==> src/rtl/lut_ram_mp_if.sv <==
// Bus bundle for lut_ram_mp: one byte-enabled write port, N packed read
// ports and the clear-complete flag. The master drives requests; the RAM is the slave.
interface lut_ram_mp_if #(
    parameter int DATA_WIDTH   = 32,
    parameter int DEPTH        = 32,
    parameter int NUM_RD_PORTS = 2
);
    localparam int AW = $clog2(DEPTH);

    logic                               wr_en;
    logic [AW-1:0]                      wr_addr;
    logic [DATA_WIDTH-1:0]              wr_data;
    logic [DATA_WIDTH/8-1:0]            wr_byte_en;
    logic [NUM_RD_PORTS*AW-1:0]         rd_addr;
    logic [NUM_RD_PORTS*DATA_WIDTH-1:0] rd_data;
    logic                               ready;

    modport master (
        output wr_en, wr_addr, wr_data, wr_byte_en, rd_addr,
        input  rd_data, ready
    );

    modport slave (
        input  wr_en, wr_addr, wr_data, wr_byte_en, rd_addr,
        output rd_data, ready
    );
endinterface

==> src/rtl/lut_ram_mp.sv <==
// Multi-read-port LUT RAM for register-file storage. One synchronous
// byte-enabled write port, NUM_RD_PORTS combinational read ports, optional
// write-first forwarding, optional hardwired-zero entry 0, and a clear
// engine that zeroes every entry after reset because the array itself has no reset.
module lut_ram_mp #(
    parameter int DATA_WIDTH   = 32,
    parameter int DEPTH        = 32,
    parameter int NUM_RD_PORTS = 2,
    parameter bit WR_FIRST     = 1'b1,
    parameter bit ZERO_ADDR0   = 1'b1
) (
    input logic          clk,
    input logic          rst,
    lut_ram_mp_if.slave  bus
);
    localparam int AW = $clog2(DEPTH);
    localparam int NB = DATA_WIDTH / 8;

    typedef enum logic {
        ST_CLEAR = 1'b0,
        ST_READY = 1'b1
    } state_t;

    state_t                             state_q, state_d;
    logic [AW-1:0]                      clr_cnt_q, clr_cnt_d;
    logic                               ready;
    logic                               user_we;
    logic [DATA_WIDTH-1:0]              wr_merged;
    logic                               mem_we;
    logic [AW-1:0]                      mem_waddr;
    logic [DATA_WIDTH-1:0]              mem_wdata;
    logic [AW-1:0]                      port_addr;
    logic [DATA_WIDTH-1:0]              port_word;
    logic [NUM_RD_PORTS*DATA_WIDTH-1:0] rd_data_d;

    // NOTE: the array has no reset; LUT RAM cannot be reset, so the clear engine zeroes it instead.
    logic [DATA_WIDTH-1:0] mem [DEPTH];

    assign ready     = (state_q == ST_READY);
    assign bus.ready = ready;

    // State register and clear counter; reset restarts the clear from entry 0.
    always_ff @(posedge clk or posedge rst) begin
        if (rst) begin
            state_q   <= ST_CLEAR;
            clr_cnt_q <= '0;
        end else begin
            // NOTE: sequential state uses non-blocking assignments so every flop samples pre-edge values.
            state_q   <= state_d;
            clr_cnt_q <= clr_cnt_d;
        end
    end

    // Next-state logic: walk the counter through every entry, then go READY.
    always_comb begin
        // NOTE: defaults first, so no path leaves a signal unassigned and infers a latch.
        state_d   = state_q;
        clr_cnt_d = clr_cnt_q;
        case (state_q)
            ST_CLEAR: begin
                clr_cnt_d = clr_cnt_q + 1'b1;
                if (clr_cnt_q == AW'(DEPTH - 1)) begin
                    state_d   = ST_READY;
                    clr_cnt_d = '0;
                end
            end
            ST_READY: state_d = ST_READY;
            default:  state_d = ST_CLEAR;
        endcase
    end

    // Byte-merge the incoming write with the stored word; also used as the bypass value.
    always_comb begin
        wr_merged = mem[bus.wr_addr];
        for (int b = 0; b < NB; b++) begin
            if (bus.wr_byte_en[b]) begin
                wr_merged[8*b +: 8] = bus.wr_data[8*b +: 8];
            end
        end
    end

    // User writes count only when ready; entry 0 is read-only when it is the zero register.
    assign user_we = ready && bus.wr_en && !(ZERO_ADDR0 && (bus.wr_addr == '0));

    // Write-port mux: the clear engine owns the port until ready, then the user does.
    always_comb begin
        mem_we    = 1'b0;
        mem_waddr = bus.wr_addr;
        mem_wdata = wr_merged;
        if (!ready) begin
            mem_we    = 1'b1;
            mem_waddr = clr_cnt_q;
            mem_wdata = '0;
        end else if (user_we) begin
            mem_we = 1'b1;
        end
    end

    // Array write; a whole pre-merged word is stored so the RAM stays a simple LUT RAM.
    always_ff @(posedge clk) begin
        if (mem_we) begin
            mem[mem_waddr] <= mem_wdata;
        end
    end

    // Read ports: array lookup, optional forwarding, zero register, and forced zero while clearing.
    always_comb begin
        rd_data_d = '0;
        port_addr = '0;
        port_word = '0;
        for (int p = 0; p < NUM_RD_PORTS; p++) begin
            port_addr = bus.rd_addr[p*AW +: AW];
            port_word = mem[port_addr];
            if (WR_FIRST && user_we && (port_addr == bus.wr_addr)) begin
                port_word = wr_merged;
            end
            if (ZERO_ADDR0 && (port_addr == '0)) begin
                port_word = '0;
            end
            if (!ready) begin
                port_word = '0;
            end
            rd_data_d[p*DATA_WIDTH +: DATA_WIDTH] = port_word;
        end
    end

    assign bus.rd_data = rd_data_d;
endmodule

==> src/flat_wrapper.sv <==
// flat-port wrapper written by rule: the top's interface ports become plain ports
module lut_ram_mp_flat 
#(
    parameter int DATA_WIDTH   = 32,
    parameter int DEPTH        = 32,
    parameter int NUM_RD_PORTS = 2,
    parameter bit WR_FIRST     = 1'b1,
    parameter bit ZERO_ADDR0   = 1'b1
)
  (clk, rst, bus_wr_en, bus_wr_addr, bus_wr_data, bus_wr_byte_en, bus_rd_addr, bus_rd_data, bus_ready);
  lut_ram_mp_if #(.DATA_WIDTH(DATA_WIDTH), .DEPTH(DEPTH), .NUM_RD_PORTS(NUM_RD_PORTS)) bus_i ();
  input logic clk;
  input logic rst;
  input wire logic [$bits(bus_i.wr_en)-1:0] bus_wr_en;
  input wire logic [$bits(bus_i.wr_addr)-1:0] bus_wr_addr;
  input wire logic [$bits(bus_i.wr_data)-1:0] bus_wr_data;
  input wire logic [$bits(bus_i.wr_byte_en)-1:0] bus_wr_byte_en;
  input wire logic [$bits(bus_i.rd_addr)-1:0] bus_rd_addr;
  output wire logic [$bits(bus_i.rd_data)-1:0] bus_rd_data;
  output wire logic [$bits(bus_i.ready)-1:0] bus_ready;
  assign bus_i.wr_en = bus_wr_en;
  assign bus_i.wr_addr = bus_wr_addr;
  assign bus_i.wr_data = bus_wr_data;
  assign bus_i.wr_byte_en = bus_wr_byte_en;
  assign bus_i.rd_addr = bus_rd_addr;
  assign bus_rd_data = bus_i.rd_data;
  assign bus_ready = bus_i.ready;
  lut_ram_mp #(.DATA_WIDTH(DATA_WIDTH), .DEPTH(DEPTH), .NUM_RD_PORTS(NUM_RD_PORTS), .WR_FIRST(WR_FIRST), .ZERO_ADDR0(ZERO_ADDR0)) u_core (.clk(clk), .rst(rst), .bus(bus_i));
endmodule
==> config.mk <==
export PLATFORM = sky130hd
export DESIGN_NAME = lut_ram_mp_flat
export DESIGN_NICKNAME = d
export VERILOG_FILES = /design/src/rtl/lut_ram_mp_if.sv /design/src/rtl/lut_ram_mp.sv /design/src/flat_wrapper.sv
export SDC_FILE = /design/constraint.sdc
export NUM_CORES = 2
export LEC_CHECK = 0
export BUFFER_PORTS_ARGS = -buffer_cell sky130_fd_sc_hd__buf_2
export CAP_MARGIN = 20
export CORE_UTILIZATION = 34
export DETAILED_ROUTE_END_ITERATION = 10
export GPL_TIMING_DRIVEN = 0
export MAX_ROUTING_LAYER = met4
export PLACE_DENSITY = 0.53
export SETUP_SLACK_MARGIN = 0.15
export SKIP_LAST_GASP = 1
export SLEW_MARGIN = 40
export SYNTH_ARGS = -nofsm -noshare
export SYNTH_HDL_FRONTEND = slang
export SYNTH_SLANG_ARGS = --single-unit
export TNS_END_PERCENT = 10
==> constraint.sdc <==
create_clock -name clk -period 6.1 [get_ports clk]
set_input_delay 1.83 -clock clk [delete_from_list [all_inputs] [get_ports clk]]
set_output_delay 1.83 -clock clk [all_outputs]
set_load 0.005 [all_outputs]
==> flow_summary.html <==
<table>
<tr><th>Metric</th><th>Value</th></tr>
<tr><th colspan="2">Floorplanning</th></tr>
<tr><td>Number of cell rows</td><td>151</td></tr>
<tr><td>Initial core utilization</td><td>34.2%</td></tr>
<tr><td>Die Wd</td><td>415 um</td></tr>
<tr><td>Die H</td><td>415 um</td></tr>
<tr><td>Die Area</td><td>172000 um2</td></tr>
<tr><td>I/O pin count</td><td>119</td></tr>
<tr><td>Core Area</td><td>169000 um2</td></tr>
<tr><th colspan="2">Placement</th></tr>
<tr><td>Number of placed instances with taps included</td><td>6084</td></tr>
<tr><td>Routability cong.</td><td>1.06</td></tr>
<tr><td>Post-DP HPWL</td><td>212000 um</td></tr>
<tr><td>Setup WS pre-CTS</td><td>-1.01 ns</td></tr>
<tr><td>Port buffer count</td><td>103</td></tr>
<tr><th colspan="2">Timing</th></tr>
<tr><td>Smallest hold slack</td><td>0.614 ns</td></tr>
<tr><td>Period utilization</td><td>103%</td></tr>
<tr><td>Transition at the pin with the smallest max-transition slack</td><td>0.969 ns</td></tr>
<tr><td>Pins over their slew limit</td><td>0</td></tr>
<tr><td>Slew headroom</td><td>35.4%</td></tr>
<tr><td>Clock tree skew after final layout</td><td>0.0588 ns</td></tr>
<tr><td>Fmax</td><td>159 MHz</td></tr>
<tr><td>Total setup violations reported at the end of the flow</td><td>45</td></tr>
<tr><td>Setup slack after layout</td><td>-0.173 ns</td></tr>
<tr><td>Setup total negative slack</td><td>-2.75 ns</td></tr>
<tr><td>RSZ-0062 raised after global routing</td><td>yes</td></tr>
<tr><td>Shortest clock period the worst path allows after layout</td><td>6.27 ns</td></tr>
<tr><td>Final count of hold timing violations</td><td>0</td></tr>
<tr><th colspan="2">Clock tree</th></tr>
<tr><td>CTS buffer count</td><td>115</td></tr>
<tr><td>Clock network latency to the later pin of the worst-skew pair</td><td>0.84 ns</td></tr>
<tr><td>Clk pin slew, worst setup/hold paths</td><td>0.06 ns</td></tr>
<tr><td>Maximum clock insertion buffer count</td><td>3</td></tr>
<tr><td>Clk root buf</td><td>clkbuf_16</td></tr>
<tr><td>Sinks on the clock net</td><td>1030</td></tr>
<tr><td>Number of H-tree branching levels</td><td>3</td></tr>
<tr><td>CTS tree</td><td>built</td></tr>
<tr><th colspan="2">Logic synthesis</th></tr>
<tr><td>Proportion of synthesized flip-flops having asynchronous set or reset</td><td>0.583%</td></tr>
<tr><td>Biggest area consumer among synthesized cells</td><td>edfxtp_1</td></tr>
<tr><td>Yosys top cell area share</td><td>53.0%</td></tr>
<tr><td>Share of synthesized area occupied by flip-flops and latches</td><td>53.3%</td></tr>
<tr><td>Post-synth EDFFs</td><td>1024</td></tr>
<tr><td>Unique masters post-synth</td><td>59</td></tr>
<tr><td>Synthesized area divided by synthesized cell count</td><td>16.0 um2</td></tr>
<tr><td>Dominant cells by area after synthesis</td><td>edfxtp_1, mux4_2, mux2i_1</td></tr>
<tr><td>Most common cell in the netlist</td><td>edfxtp_1</td></tr>
<tr><td>List of most frequent post-synthesis cells</td><td>edfxtp_1, mux2i_1, mux4_2</td></tr>
<tr><td>Synth warnings</td><td>0</td></tr>
<tr><td>Post-Synthesis Cells</td><td>3624</td></tr>
<tr><td>Area of the mapped netlist</td><td>58000 um2</td></tr>
<tr><td>Synthesis-stage register bit count</td><td>1030</td></tr>
<tr><td>Most used flip-flop cell after synthesis</td><td>edfxtp_1</td></tr>
<tr><td>Synthesized net count</td><td>3680</td></tr>
<tr><th colspan="2">Outcome</th></tr>
<tr><td>Run status</td><td>complete, but fails checks</td></tr>
<tr><td>Violations in the final reports</td><td>setup timing</td></tr>
<tr><th colspan="2">Cells and area</th></tr>
<tr><td>Number of nets at the end of the flow</td><td>4139</td></tr>
<tr><td>Final cell count without fillers</td><td>6405</td></tr>
<tr><td>Final core utilization</td><td>43.2%</td></tr>
<tr><td>Layout overhead on the synthesized area</td><td>26.3%</td></tr>
<tr><td>Fraction of final layout cells sized beyond drive strength 1</td><td>38.5%</td></tr>
<tr><th colspan="2">Pwr</th></tr>
<tr><td>Flop pwr share</td><td>43.2%</td></tr>
<tr><td>Largest vdd supply drop</td><td>0.252 mV</td></tr>
<tr><td>Switching fraction of total power</td><td>28.9%</td></tr>
<tr><td>Internal power</td><td>13200 uW</td></tr>
<tr><td>Total power per unit cell area</td><td>253 nW/um2</td></tr>
<tr><td>Combinational group share of total power</td><td>18.4%</td></tr>
<tr><td>Standby leakage power</td><td>0.0259 uW</td></tr>
<tr><td>Clock share of power</td><td>38.4%</td></tr>
<tr><td>Psw</td><td>5360 uW</td></tr>
<tr><th colspan="2">Global routing</th></tr>
<tr><td>Number of global-route vias before repair</td><td>42400</td></tr>
<tr><td>First-pass GRT wire length</td><td>390000 um</td></tr>
<tr><td>Pin count of the biggest net entering global routing</td><td>33</td></tr>
<tr><td>Initial antenna violation count</td><td>15</td></tr>
<tr><td>Tot GR Track Use</td><td>35.2%</td></tr>
<tr><td>Leftover overflow at the end of global routing</td><td>0</td></tr>
<tr><th colspan="2">Critical path</th></tr>
<tr><td>Beginning of the worst register-to-register path</td><td>u_core.bus.ready</td></tr>
<tr><td>Startpoint kind of the worst setup timing path</td><td>input port</td></tr>
<tr><td>Setup crit start</td><td>bus_wr_addr[0]</td></tr>
<tr><td>Category of the most critical setup path</td><td>in2out</td></tr>
<tr><td>Endpoint required time on the critical path</td><td>4.27 ns</td></tr>
<tr><td>Crit path capture type</td><td>primary output</td></tr>
<tr><td>CP Max Fanout</td><td>7</td></tr>
<tr><td>Worst endpoint data arrival time</td><td>4.44 ns</td></tr>
<tr><th colspan="2">Route</th></tr>
<tr><td>DRC errors left</td><td>0</td></tr>
<tr><td>Total vias in the final route</td><td>45100</td></tr>
<tr><td>Wire length after detailed routing</td><td>302000 um</td></tr>
<tr><td>Pre-Repair DR Iteration Count</td><td>10</td></tr>
<tr><td>Average wire length per cell after detail routing</td><td>47.2 um</td></tr>
<tr><td>Post-detailed-route count of antenna-violating nets</td><td>0</td></tr>
<tr><td>Violation count after the first detailed-route iteration</td><td>7975</td></tr>
<tr><td>Via density</td><td>7.04</td></tr>
<tr><th colspan="2">Min path</th></tr>
<tr><td>Startpoint of the most critical hold path</td><td>u_core.clr_cnt_q[3]</td></tr>
<tr><td>Worst Hold Class</td><td>reg2reg</td></tr>
<tr><th colspan="2">Flow run</th></tr>
<tr><td>Maximum Capacitance Violations</td><td>0</td></tr>
</table>
==> area by class of cell <==
| cell class | instances | area, um2 |
|---|---|---|
| Multi-Input combinational cell | 2245 | 27000 |
| Antenna cell | 8 | 20.0 |
| Clock inverter | 72 | 699 |
| Fill cell | 14900 | 96200 |
| Timing Repair Buffer | 342 | 4680 |
| Tap cell | 2218 | 2780 |
| Clock buffer | 141 | 3000 |
| Inverter | 6 | 25.0 |
| Sequential cell | 1030 | 30900 |
| Buffer | 343 | 4220 |
==> sequential cells by signal, summed over array words and instances (netlist names) <==
register and cells:
u_core.clr_cnt_q 5, u_core.bus.ready 1, u_core.mem 1024
==> cell usage in the layout (no fill, tap or decap), drive strengths merged, types with 114 or more instances in the layout <==
master / Yosys / routed
nor2: 114 / 114
buf: 224 / 564
clkbuf: 119 / 260
mux2i: 687 / 687
o22ai: 121 / 121
a221oi: 128 / 128
mux4: 476 / 476
a22o: 128 / 128
edfxtp: 1024 / 1024
nand2: 165 / 165
==> worst paths after layout <==
kind	endpoint	slack, ns	cells after the start
worst max register to register	u_core.mem[15][15]	2.10	8
min in group asynchronous	u_core.bus.ready	0.94	2
worst max-delay path	bus_rd_data[2]	-0.17	11
worst min register to register	u_core.clr_cnt_q[3]	0.61	2
worst min-delay path	u_core.clr_cnt_q[3]	0.61	2
max in group asynchronous	u_core.clr_cnt_q[3]	4.96	2
==> critical path, stage by stage <==
cell,delay [ns]
buf_12,0.13
buf_12,0.16
xnor2_2,0.15
nand2_1,0.10
or4_4,0.72
clkbuf_16,0.23
buf_4,0.18
o211ai_1,0.15
a21oi_2,0.08
a211oi_4,0.48
buf_2,0.20
==> power by group through the flow <==
stage | logic (uW) | registers, uW | clock network (uW)
after detailed placement | 2840 | 8150 | 0
after CTS | 3220 | 8000 | 7090
after global placement | 2650 | 8170 | 0
final | 3410 | 8000 | 7110
after floorplan | 1430 | 8150 | 0
after global routing | 3380 | 8000 | 7330
==> routing by layer <==
layer	vias to the layer above	track usage [%]	routed length, um
met5	-	-	0
met4	0	26.2	28800
met3	1172	13.0	43900
met2	4213	48.0	124000
met1	23300	42.2	106000
li1	16400	-	-
==> metrics by stage <==
step	total power, uW	cell area, um2
after floorplan	9580	58000
after global placement	10800	61300
after detailed placement	11000	65000
after CTS	18300	72900
after global routing	18700	73300
final	18500	73300
==> what timing repair did <==
action                     4_1_cts  5_1_grt
hold endpoints to repair         0        0
pin swaps                       65       23
resized for setup              726       46
setup endpoints to repair       64       64
buffers inserted                83        8
gates cloned                     6        2
hold buffers                     0        0
==> cell families (layout without fill, tap and decap cells) <==
family                   Yosys count  after routing  share of synthesized area (%)
XOR/XNOR                          10             10                          0.151
adder cells (fa/ha/maj)            2              2                         0.0431
flip-flops                      1030           1030                           53.3
multiplexers                    1166           1166                           30.4
other                              0              8                              0
AND/OR/NAND/NOR                  363            363                           2.72
buffers and inverters            349            904                           3.73
AO/OA/AOI/OAI                    704            704                           9.70
Note: power is estimated with default switching activity, not from simulation.
